$ cat config.mk
export PLATFORM = sky130hd
export DESIGN_NAME = mmio_fifo_ctrl
export DESIGN_NICKNAME = d
export VERILOG_FILES = /design/src/rtl/mmio_fifo_pkg.sv /design/src/rtl/mmio_fifo_mem.sv /design/src/rtl/mmio_fifo_ctrl.sv
export SDC_FILE = /design/constraint.sdc
export NUM_CORES = 1
export LEC_CHECK = 0
export ABC_AREA = 1
export CORE_AREA = 8 8 209 231
export CTS_CLUSTER_DIAMETER = 200
export DETAILED_ROUTE_END_ITERATION = 16
export DIE_AREA = 0 0 217 239
export PLACE_DENSITY = 0.81
export RECOVER_POWER = 100
export SLEW_MARGIN = 20
export SYNTH_ARGS = -nofsm -noshare
export SYNTH_HDL_FRONTEND = slang
export SYNTH_SLANG_ARGS = --single-unit
$ cat constraint.sdc
create_clock -name clk -period 6.4 [get_ports clk]
set_clock_uncertainty 0.15 [all_clocks]
set_input_delay 1.6 -clock clk [delete_from_list [all_inputs] [get_ports clk]]
set_output_delay 1.6 -clock clk [all_outputs]
set_load 0.01 [all_outputs]
$ cat src/rtl/mmio_fifo_pkg.sv
// Register map offsets, STATUS/CTRL bit positions and the STATUS word layout
// shared by the MMIO FIFO controller and its storage.
package mmio_fifo_pkg;

    localparam logic [2:0] OFF_DATA   = 3'd0;
    localparam logic [2:0] OFF_STATUS = 3'd2;
    localparam logic [2:0] OFF_CTRL   = 3'd4;
    localparam logic [2:0] OFF_PEEK   = 3'd6;

    localparam int ST_EMPTY     = 0;
    localparam int ST_FULL      = 1;
    localparam int ST_OVERFLOW  = 2;
    localparam int ST_UNDERFLOW = 3;
    localparam int ST_COUNT_LSB = 8;

    localparam int CTRL_FLUSH      = 0;
    localparam int CTRL_CLR_STICKY = 1;

    typedef struct packed {
        logic [47:0] rsvd_hi;
        logic [7:0]  count;
        logic [3:0]  rsvd_lo;
        logic        underflow;
        logic        overflow;
        logic        full;
        logic        empty;
    } status_t;

endpackage

$ cat src/rtl/mmio_fifo_mem.sv
// FIFO storage: DEPTH x DATA_W, write at clock edge, combinational read.
// Contents are deliberately not reset; occupancy tracking lives in the controller.
module mmio_fifo_mem #(
    parameter int DEPTH  = 8,
    parameter int DATA_W = 64
) (
    input  logic                     clk,
    input  logic                     we,
    input  logic [$clog2(DEPTH)-1:0] waddr,
    input  logic [DATA_W-1:0]        wdata,
    input  logic [$clog2(DEPTH)-1:0] raddr,
    output logic [DATA_W-1:0]        rdata
);

    logic [DATA_W-1:0] mem [DEPTH];

    always_ff @(posedge clk) begin
        if (we) begin
            mem[waddr] <= wdata;
        end
    end

    assign rdata = mem[raddr];

endmodule

$ cat src/rtl/mmio_fifo_ctrl.sv
// MMIO register window (DATA/STATUS/CTRL/PEEK) over a small FIFO; read response 1 cycle, no backpressure.
// MMIO_FIFO_PEEK_EN builds the non-popping head read at +6; otherwise +6 reads 0.
module mmio_fifo_ctrl
    import mmio_fifo_pkg::*;
#(
    parameter int                DEPTH     = 8,
    parameter int                DATA_W    = 64,
    parameter int                ADDR_W    = 16,
    parameter logic [ADDR_W-1:0] BASE_ADDR = ADDR_W'(16'h0020)
) (
    input  logic                       clk,
    input  logic                       rst_n,
    input  logic                       wr_valid,
    input  logic [ADDR_W-1:0]          wr_addr,
    input  logic [DATA_W-1:0]          wr_data,
    input  logic                       rd_valid,
    input  logic [ADDR_W-1:0]          rd_addr,
    input  logic [8:0]                 rd_tid,
    output logic                       rsp_valid,
    output logic [8:0]                 rsp_tid,
    output logic [DATA_W-1:0]          rsp_data,
    output logic [$clog2(DEPTH+1)-1:0] fifo_count
);

    localparam int PTR_W = $clog2(DEPTH);
    localparam int CNT_W = $clog2(DEPTH + 1);

    logic [PTR_W-1:0]  wr_ptr, rd_ptr;
    logic [CNT_W-1:0]  cnt;
    logic              ovf, unf;
    logic [DATA_W-1:0] head;
    logic [DATA_W-1:0] rd_dat;
    status_t           status;

    logic [ADDR_W-1:0] rd_off, wr_off;
    logic rd_hit, wr_hit;
    logic pop_req, push_req, flush, clr_sticky;
    logic empty, full, pop_ok, push_ok, ovf_set, unf_set;

    // Window is +0..+6 above BASE_ADDR; the subtraction wraps for addresses below base.
    assign rd_off = rd_addr - BASE_ADDR;
    assign wr_off = wr_addr - BASE_ADDR;
    assign rd_hit = rd_valid && (rd_addr >= BASE_ADDR) && (rd_off <= ADDR_W'(6));
    assign wr_hit = wr_valid && (wr_addr >= BASE_ADDR) && (wr_off <= ADDR_W'(6));

    assign pop_req    = rd_hit && (rd_off[2:0] == OFF_DATA);
    assign push_req   = wr_hit && (wr_off[2:0] == OFF_DATA);
    assign flush      = wr_hit && (wr_off[2:0] == OFF_CTRL) && wr_data[CTRL_FLUSH];
    assign clr_sticky = wr_hit && (wr_off[2:0] == OFF_CTRL) && wr_data[CTRL_CLR_STICKY];

    assign empty   = (cnt == '0);
    assign full    = (cnt == CNT_W'(DEPTH));
    assign pop_ok  = pop_req && !empty;
    // A pop from a full FIFO frees the slot the simultaneous push needs.
    assign push_ok = push_req && (!full || pop_ok);
    assign ovf_set = push_req && !push_ok;
    assign unf_set = pop_req && empty;

    mmio_fifo_mem #(
        .DEPTH  (DEPTH),
        .DATA_W (DATA_W)
    ) u_mem (
        .clk   (clk),
        .we    (push_ok),
        .waddr (wr_ptr),
        .wdata (wr_data),
        .raddr (rd_ptr),
        .rdata (head)
    );

    always_comb begin
        status           = '0;
        status.empty     = empty;
        status.full      = full;
        status.overflow  = ovf;
        status.underflow = unf;
        status.count     = 8'(cnt);
        rd_dat           = '0;
        case (rd_off[2:0])
            OFF_DATA:   if (pop_ok) rd_dat = head;
            OFF_STATUS: rd_dat = DATA_W'(status);
            OFF_PEEK: begin
`ifdef MMIO_FIFO_PEEK_EN
                if (!empty) rd_dat = head;
`endif
            end
            default: ;
        endcase
    end

    always_ff @(posedge clk) begin
        if (!rst_n) begin
            rsp_valid <= 1'b0;
            rsp_tid   <= '0;
            rsp_data  <= '0;
            wr_ptr    <= '0;
            rd_ptr    <= '0;
            cnt       <= '0;
            ovf       <= 1'b0;
            unf       <= 1'b0;
        end else begin
            rsp_valid <= rd_hit;
            rsp_tid   <= rd_tid;
            rsp_data  <= rd_dat;
            // Flush lands after the same-cycle read has been answered from the old state.
            if (flush) begin
                wr_ptr <= '0;
                rd_ptr <= '0;
                cnt    <= '0;
            end else begin
                if (push_ok) wr_ptr <= wr_ptr + 1'b1;
                if (pop_ok)  rd_ptr <= rd_ptr + 1'b1;
                cnt <= cnt + CNT_W'(push_ok) - CNT_W'(pop_ok);
            end
            ovf <= (ovf && !clr_sticky) || ovf_set;
            unf <= (unf && !clr_sticky) || unf_set;
        end
    end

    assign fifo_count = cnt;

endmodule

Yosys cells after proc, flatten, opt, wreduce, memory -nomap -nowiden
Memories as Yosys holds them, arrays and structs flattened. A register that Yosys moved wholly into a read port is not among the register bits.
Cells that the tools add are included.
- register bits after elaboration: 86
- memory bits (writable): 512
- input bits: 109
- word-level logic and storage cells: 55
- memories: 1
- add/sub/neg operators: 6
- $lt $le $gt $ge: 4
- eq/ne operators: 3
- multiplexer cells: 6
- bitwise gates (word level): 1
- reduce and logical (&&, ||, !) cells: 26
- memories (name ; words ; width ; rd ports ; clocked after memory_dff ; wr ports ; RTL line ; RTL):
    u_mem.mem ; 8 ; 64 ; 1 ; 1 ; 1 ; mmio_fifo_mem.sv:15 ; logic [DATA_W-1:0] mem [DEPTH];
- operators with widths (cell ; number):
    64-bit one-hot mux with 2 select lines ; 1
    64-bit 2-to-1 mux ; 1
    16-bit by 6-bit >= comparator with 1-bit output (second input constant) ; 2
    16-bit by 3-bit <= comparator with 1-bit output (second input constant) ; 2
    16-bit by 6-bit subtractor with 16-bit output (second input constant) ; 2
    1-bit logical AND ; 15
    3-bit by 1-bit adder with 3-bit output (second input constant) ; 2
    3-bit zero test ; 2
    3-bit 2-to-1 mux ; 2
    4-bit by 1-bit adder with 4-bit output ; 1
    4-bit == test (second input constant) ; 1
    1-bit zero test ; 4
    4-bit zero test ; 1
    4-bit by 1-bit subtractor with 4-bit output ; 1
    3-bit by 2-bit == test with 1-bit output (second input constant) ; 1
    3-bit == test (second input constant) ; 1
    1-bit logical OR ; 3
    1-bit 2-to-1 mux ; 2
    2-bit OR reduction ; 1
    1-bit inverter ; 1

Depth between registers and ports, before layout
Gate-level depths: netlist of run 1.
- word-level depth: 10
- mapped depth: 19
- mapped depth without buffers: 19

Cells and area by module
Synthesis of run 1 repeated with hierarchy kept, for this count alone.
- cells, all modules: 2591
- area, all modules: 25866.1 um^2
- by module, submodules not included (module ; instances ; cells each ; area an instance (um^2)):
    mmio_fifo_mem ; 1 ; 2230 ; 22376.5
    mmio_fifo_ctrl ; 1 ; 361 ; 3489.6

Worst setup path after synthesis of run 1
Ideal clock, no wire load.
- kind: in2reg
- start point: input rd_addr[5]
- end point: memory u_mem.mem[1][0], enable pin
- arrival time: 5.561 ns
- required time: 5.764 ns
- setup slack: 0.203 ns
- cell stages on the path: 14
- path buffers: 0
- cells stage by stage: inv_1 -> ha_1 -> nand2_1 -> nor2_1 -> nand3_1 -> nor2_1 -> nand2_1 -> nor2_4 -> nand4_4 -> nand2_1 -> nand2_1 -> inv_1 -> nand2_1 -> nor2_1
- cells in the longest elaborated chain, start to end: 9
- ends and longest elaborated chain (element ; RTL line ; RTL):
    from (decl) ; mmio_fifo_ctrl.sv:17 ; input logic [ADDR_W-1:0] rd_addr,
    16-bit by 6-bit subtractor with 16-bit output or 16-bit by 6-bit >= comparator with 1-bit output (tied branches) ; mmio_fifo_ctrl.sv:41, mmio_fifo_ctrl.sv:43 ;
    16-bit by 3-bit <= comparator with 1-bit output or 1-bit logical AND (tied branches) ; mmio_fifo_ctrl.sv:43 ; assign rd_hit = rd_valid && (rd_addr >= BASE_ADDR) && (rd_off <= ADDR_W'(6));
    1-bit logical AND (*) ; mmio_fifo_ctrl.sv:43 ;
    1-bit logical AND (*) ; mmio_fifo_ctrl.sv:46 ; assign pop_req = rd_hit && (rd_off[2:0] == OFF_DATA);
    1-bit logical AND (*) ; mmio_fifo_ctrl.sv:53 ; assign pop_ok = pop_req && !empty;
    1-bit logical OR (*) ; mmio_fifo_ctrl.sv:55 ; assign push_ok = push_req && (!full || pop_ok);
    1-bit logical AND (*) ; mmio_fifo_ctrl.sv:55 ;
    1-bit 2-to-1 mux (*) ; mmio_fifo_mem.sv:18 ; if (we) begin
    1-bit 2-to-1 mux (not written as such) (*) ; mmio_fifo_mem.sv:19 ; mem[waddr] <= wdata;
    to (decl) ; mmio_fifo_mem.sv:15 ;
Every way passes the cells marked *; elsewhere a longest branch is shown, timed or not.

Worst setup path in the final report of run 1
- start point: input rd_addr[5]
- end point: memory u_mem.mem[1][28], enable pin
Same word-level chain as after synthesis.

==> metrics.md, run 1 <==
| Metric | Value |
|---|---|
| Synth top area share | 67.3% |
| Most numerous cell in the Yosys netlist | edfxtp_1 |
| Slew Limit Fails | 0 |
| DRT Pass-1 Iters | 5 |
| Setup_tns | 0 ps |
| Drt first-iter violations | 1,661 |
| XOR/XNOR Fraction of Synth Area | 0.0383% |
| Worst EP arrival | 5240 ps |
| Synth cell types | 29 |
| Startpoint types | primary input |
| Yosys reg bits | 601 |
| # rows | 81 |
| Yosys Warn Count | 0 |
| Mapped Avg Cell Area | 12.6 sq um |
| CTS tree | yes |
| GP Congestion | 0.807 |
| First-pass GRT wire length | 81,700 microns |
| Largest family of logic cells by synthesized area | simple AND/OR/NAND/NOR gates |
| Nets | 2,087 |
| WL/cell | 20.4 microns |
| Total GRT Usage | 19.8% |
| Setup WS pre-CTS | 1100 ps |
| Worst VDD drop | 240 uV |
| Leading post-synthesis cells by cell area | edfxtp_1 67%, dfxtp_1 7.8%, nor2_1 5.5% |
| Slew @ Worst Pin | 1390 ps |
| Hold Buf Count CTS | 0 |
| Crit-path cells | dlygate4sd3_1 -> inv_1 -> ha_1 -> inv_1 -> nand2_1 -> nand2_1 -> nor2_1 -> nand2_1 -> nor2_1 -> nand2_1 -> nor2_1 -> nand4_1 -> nand2_1 -> nand2_1 -> inv_1 -> nand2_1 -> nor2_4 -> clkbuf_2 |
| Slew Limit Headroom | 7.15% |
| Setup bufs post-CTS | 0 |
| Ys async rst share | 0% |
| Core Box Area | 0.0442 sq mm |
| # resized after CTS | 0 |
| CTS clk-pin slew, worst paths | 60 ps |
| Critical path capture point type | flip-flop |
| Clk root buf | clkbuf_16 |
| Initial Util | 51.7% |
| Slowest stage delay, CP | 720 ps |
| Static leakage | 9.57 nW |
| Synthesized netlist net count | 1,936 |
| Leading area contributor after synthesis | edfxtp_1 |
| Synthesized area | 0.0228 sq mm |
| Top_reg_cell synth | edfxtp_1 |
| Post-DRT Antenna Nets | 0 |
| Peak Freq | 0.193 GHz |
| Setup WS post-layout | 1220 ps |
| Final hold vios | 0 |
| Outcome | completed |
| Number of global-route vias before repair | 14,800 |
| Final Util | 61.0% |
| Min Tclk post-route | 5180 ps |
| Sequential area share after synthesis | 75.1% |
| Initial antenna violation count | 8 |
| Design Area, Final | 0.0270 sq mm |
| PD cells | 281 mW/mm^2 |
| WP data required | 6460 ps |
| Synth Area in Compound Gates | 7.81% |
| Synth-to-Final Area Change | 18.0% |
| Drt total wl | 53,000 microns |
| Final cycle utilization of the critical path | 80.9% |
| Layout filler cell count | 3,186 |
| Vias/cell | 5.63 |
| Port Buffer Count | 186 |
| Most common library cells after synthesis | 512 x edfxtp_1, 333 x nor2_1, 324 x nand2_1 |
| Layout cell share with drive strength beyond 1 | 6.26% |
| Hpwl dp | 30,400 microns |
| Cells after Synth | 1,817 |
| Slowest CP cell | clkbuf_2 |
| Setup Crit Path Kind | primary input to flip-flop |
| Post-synth EDFFs | 512 |
| Largest net degree at the start of global routing | 180 |
| HP Class | flip-flop to flip-flop |
| Sink Count | 601 |
| RSZ-0062 raised after global routing | false |
| Post-synthesis mux area share | 0% |
| Io pins | 187 |
| Via count | 14,600 |
| Die Wd | 217 microns |
| Clock Latency Late Sink | 580 ps |
| Synth Area in Adders | 0.581% |
| CTS Buf Count | 55 |
| Placed inst area | 0.0253 sq mm |
| Die ar. | 0.0519 sq mm |
| Die H | 239 microns |
| H-tree levels | 2 |
| DRC errors left | 0 |
| Max-cap viol count | 0 |
| Simple-Gate Fraction of Synth Area | 13.7% |
| Critical path fanouts, max | 27 |
| Hold slack | 329 ps |
| Final setup violation count | 0 |
| Gr ovfl total | 0 |
| Deepest clock path buffer count | 3 |
| Worst path most repeated cell | nand2_1 |
==> per-stage QoR <==
| stage | std cells | total power, mW |
|---|---|---|
| 2_1_floorplan | 1817 | 4.35 |
| 4_1_cts | 2595 | 7.63 |
| 5_1_grt | 2596 | 7.77 |
| 3_3_place_gp | 2492 | 4.46 |
| 3_5_place_dp | 2492 | 4.47 |
| 6_report | 2598 | 7.58 |
==> where the power goes <==
group / switching [mW] / total [mW] / leakage (nW) / internal, mW
clock: 1.39 / 3.20 / 0.868 / 1.81
sequential: 0.000555 / 4.24 / 5.32 / 4.24
combinational: 0.0723 / 0.132 / 3.38 / 0.0602
==> worst max-delay path, delay by kind of cell <==
kind                     cells  cell delay, ps
AND/OR/NAND/NOR             12            1870
buffers and inverters        5            1500
adder cells (fa/ha/maj)      1             220
==> cell families (layout without fill, tap and decap cells) <==
family / after synthesis / count (layout)
AND/OR/NAND/NOR: 775 / 775
flip-flops: 601 / 601
XOR/XNOR: 1 / 1
other: 0 / 3
buffers and inverters: 153 / 350
adder cells (fa/ha/maj): 10 / 10
AO/OA/AOI/OAI: 277 / 277
==> per-layer routing <==
metal | vias up | share of wire [%] | global-route usage (%)
met3 | 140 | 7.0 | 3.67
met5 | - | 0.10 | 0
met1 | 7051 | 39 | 24.6
met4 | 8 | 3.8 | 8.22
met2 | 667 | 50 | 34.0
li1 | 6750 | - | -
==> flip-flops by register name, indices dropped and copies added, names as in the netlist, named ones only <==
register,cells
u_mem.mem,512
rsp_data,64
rsp_tid,9
fifo_count,4
rd_ptr,3
wr_ptr,3
ovf,1
rsp_valid,1
unf,1
==> cell type report <==
type                       instances  area [sq um]  area share [%]
antenna                            3          7.51          0.0278
clock buffer                      85          1640            6.09
clock inverter                    18           146           0.543
inverter                          45           181           0.673
multi-input combinational       1063          5030            18.7
sequential                       601         17200            63.7
tap                              581           727            2.70
timing repair buffer             202          2050            7.62
==> cells in the final DEF (no fill, tap or decap), types with 5 or more instances in the layout <==
master / count
edfxtp_1: 512
nor2_1: 347
nand2_1: 324
dlygate4sd3_1: 145
a21oi_1: 139
dfxtp_1: 87
o31ai_1: 72
nor3_1: 58
clkbuf_16: 58
o32ai_1: 56
inv_1: 42
clkdlybuf4s50_1: 41
clkbuf_1: 18
nand3_1: 14
nor2_2: 14
ha_1: 9
clkbuf_8: 9
buf_4: 9
a31oi_1: 6
clkinv_2: 6
buf_12: 6
nor2_4: 5
==> final timing paths <==
kind	end	from	slack [ps]	depth (start not counted)
max	u_mem.mem[1][28]$_DFFE_PP_	rd_addr[5]	1220	18
min	unf$_SDFF_PN0_	unf$_SDFF_PN0_	330	2
max reg2reg	u_mem.mem[1][28]$_DFFE_PP_	fifo_count[2]$_SDFF_PP0_	2900	10
min reg2reg	unf$_SDFF_PN0_	unf$_SDFF_PN0_	330	2
No activity file was read; power rests on OpenSTA's default activity.
==> run 2, diff against run 1 <==
- CORE_AREA: 8 8 209 231 -> 8 8 204 225
- DIE_AREA: 0 0 217 239 -> 0 0 212 233
- clock period: 6.4 -> 4.9 ns (I/O delays scaled with it)
==> metrics.md, run 2 (synthesis gave the netlist of run 1 again) <==
| Metric | Value |
|---|---|
| Outcome | completed (unchanged) |
| CP Capture Point | u_mem.mem[6][25]$_DFFE_PP_ (was u_mem.mem[1][28]$_DFFE_PP_) |
| Most common cell after layout, fill and taps aside | edfxtp_1 (unchanged) |
| Port Buffer Count | 186 (unchanged) |
| Biggest regs | u_mem.mem: 512 flops, rsp_data: 64 flops, rsp_tid: 9 flops (unchanged) |
| Final setup violation count | 0 (unchanged) |
| Commonest cells after routing, fill and taps aside | 512 x edfxtp_1, 351 x nor2_1, 324 x nand2_1, 144 x dlygate4sd3_1, 139 x a21oi_1 (was 512 x edfxtp_1, 347 x nor2_1, 324 x nand2_1, 145 x dlygate4sd3_1, 139 x a21oi_1) |
| Critical path fanouts, max | 64 (was 27) |
| Placed insts | 2,486 (was 2,492) |
| Via count | 14,900 (was 14,600) |
| Worst EP arrival | 4280 ps (was 5240 ps) |
| First-pass GRT wire length | 81,300 microns (was 81,700 microns) |
| Number of global-route vias before repair | 15,000 (was 14,800) |
| DRT Pass-1 Iters | 5 (unchanged) |
| Core Box Area | 0.0420 sq mm (was 0.0442 sq mm) |
| WL/cell | 20.2 microns (was 20.4 microns) |
| Clk root buf | clkbuf_16 (unchanged) |
| Biggest register | u_mem.mem (unchanged) |
| Final hold vios | 0 (unchanged) |
| Drt first-iter violations | 1,556 (was 1,661) |
| H-tree levels | 2 (unchanged) |
| Die H | 233 microns (was 239 microns) |
| Sink Count | 601 (unchanged) |
| CTS clk-pin slew, worst paths | 60 ps (about the same) |
| Startpoint types | primary input (unchanged) |
| PD cells | 368 mW/mm^2 (was 281 mW/mm^2) |
| Non-filler cells, final | 2,597 (was 2,598) |
| HP Class | flip-flop to flip-flop (unchanged) |
| Slew Limit Fails | 0 (unchanged) |
| # resized after CTS | 0 (unchanged) |
| Setup Crit Path Kind | primary input to flip-flop (unchanged) |
| Slew Limit Headroom | 24.7% (was 7.15%) |
| Deepest clock path buffer count | 3 (unchanged) |
| R2R Setup Slk | 2090 ps (was 2900 ps) |
| Initial Util | 54.4% (was 51.7%) |
| Slew @ Worst Pin | 1130 ps (was 1390 ps) |
| # rows | 79 (was 81) |
| Layout filler cell count | 2,866 (was 3,186) |
| Min Tclk post-route | 4220 ps |
| Peak Freq | 0.237 GHz |
| Gr ovfl total | 0 (unchanged) |
| Vias/cell | 5.74 (was 5.63) |
| Hold slack | 327 ps (was 329 ps) |
| Die Wd | 212 microns (was 217 microns) |
| RSZ-0062 raised after global routing | false (unchanged) |
| WP data required | 4960 ps (was 6460 ps) |
| Total GRT Usage | 20.9% (was 19.8%) |
| Initial antenna violation count | 12 (was 8) |
| Worst Setup SP | rd_addr[6] (was rd_addr[5]) |
| Final cycle utilization of the critical path | 86.1% |
| Placed inst area | 0.0254 sq mm (was 0.0253 sq mm) |
| Setup bufs post-CTS | 0 (unchanged) |
| Setup_tns | 0 ps (unchanged) |
| Synth-to-Final Area Change | 18.6% (was 18.0%) |
| Static leakage | 9.64 nW (was 9.57 nW) |
| FF-to-FF path depth | 6 (was 10) |
| Design Area, Final | 0.0271 sq mm (was 0.0270 sq mm) |
| DRC errors left | 0 (unchanged) |
| Largest net degree at the start of global routing | 148 (was 180) |
| GP Congestion | 0.829 (was 0.807) |
| Die ar. | 0.0494 sq mm (was 0.0519 sq mm) |
| Layout cell share with drive strength beyond 1 | 6.42% (was 6.26%) |
| CTS tree | yes (unchanged) |
| Max FFs per register | 512 (unchanged) |
| Worst reg2reg path endpoint | rsp_data[20]$_SDFF_PN0_ (was u_mem.mem[1][28]$_DFFE_PP_) |
| Worst VDD drop | 335 uV (was 240 uV) |
| Post-DRT Antenna Nets | 0 (unchanged) |
| Clock Latency Late Sink | 590 ps (was 580 ps) |
| Critical path capture point type | flip-flop (unchanged) |
| Nets | 2,096 (was 2,087) |
| Io pins | 187 (unchanged) |
| CTS Buf Count | 56 (was 55) |
| Drt total wl | 52,400 microns (was 53,000 microns) |
| Hold Buf Count CTS | 0 (unchanged) |
| Hpwl dp | 29,700 microns (was 30,400 microns) |
| Max-cap viol count | 0 (unchanged) |
run 2: cell count changes in the layout (fill, tap and decap cells not counted), sizes merged:
cell | previous run | this run
clkbuf | 86 | 78
clkdlybuf4s50 | 41 | 42
diode | 3 | 6
buf | 15 | 24
bufinv | 1 | 4
clkinv | 10 | 16
inv | 48 | 49
dlygate4sd3 | 145 | 144
clkinvlp | 4 | 3
run 2: critical path, stage by stage:
cell	delay [ps]
dlygate4sd3_1	570
inv_1	90
ha_1	210
inv_1	50
nand2_1	60
nand2_1	60
nor2_1	120
nand2_1	80
nor2_1	100
nand2_1	70
nor2_1	230
nand4_4	170
nand2_1	160
nand3b_1	280
nor2_4	180
buf_6	590
run 2: routing by layer:
layer / wire [microns] / GRT usage (%) / up-vias
li1: - / - / 6792
met1: 19800 / 25.0 / 7273
met2: 26700 / 36.8 / 700
met3: 4170 / 4.27 / 131
met4: 1670 / 8.04 / 8
met5: 53 / 0 / -
run 2: through the flow:
step	util [%]	power, mW	setup slack (ps)
after global placement	60.4	5.83	395
after floorplan	-	5.68	-922
final	64.5	9.96	679
after detailed placement	60.4	5.84	375
after global routing	64.5	10.2	345
after CTS	64.7	10.0	972
run 2: how the worst min path moves through the flow:
stage	start	to	slack, ps	depth (start not counted)
floorplan	unf$_SDFF_PN0_	unf$_SDFF_PN0_	290	2
global placement	unf$_SDFF_PN0_	unf$_SDFF_PN0_	300	2
detailed placement	unf$_SDFF_PN0_	unf$_SDFF_PN0_	320	2
CTS	unf$_SDFF_PN0_	unf$_SDFF_PN0_	330	2
global route	unf$_SDFF_PN0_	unf$_SDFF_PN0_	360	2
finish	ovf$_SDFF_PN0_	ovf$_SDFF_PN0_	330	2
run 2: layout make-up:
class	instances	area [sq um]	share of cell area [%]
flip-flops and latches	601	17200	63.4
multi-input cells	1063	5020	18.5
repair buffers	210	2180	8.06
clock buffers	78	1560	5.74
well taps	567	709	2.62
clock inverters	27	255	0.942
inverters	45	181	0.670
diodes	6	15.0	0.0554
run 2: power by group:
group | internal (mW) | switching [mW]
sequential | 5.54 | 0.000844
combinational | 0.0788 | 0.0927
clock | 2.43 | 1.81
total | 8.05 | 1.91
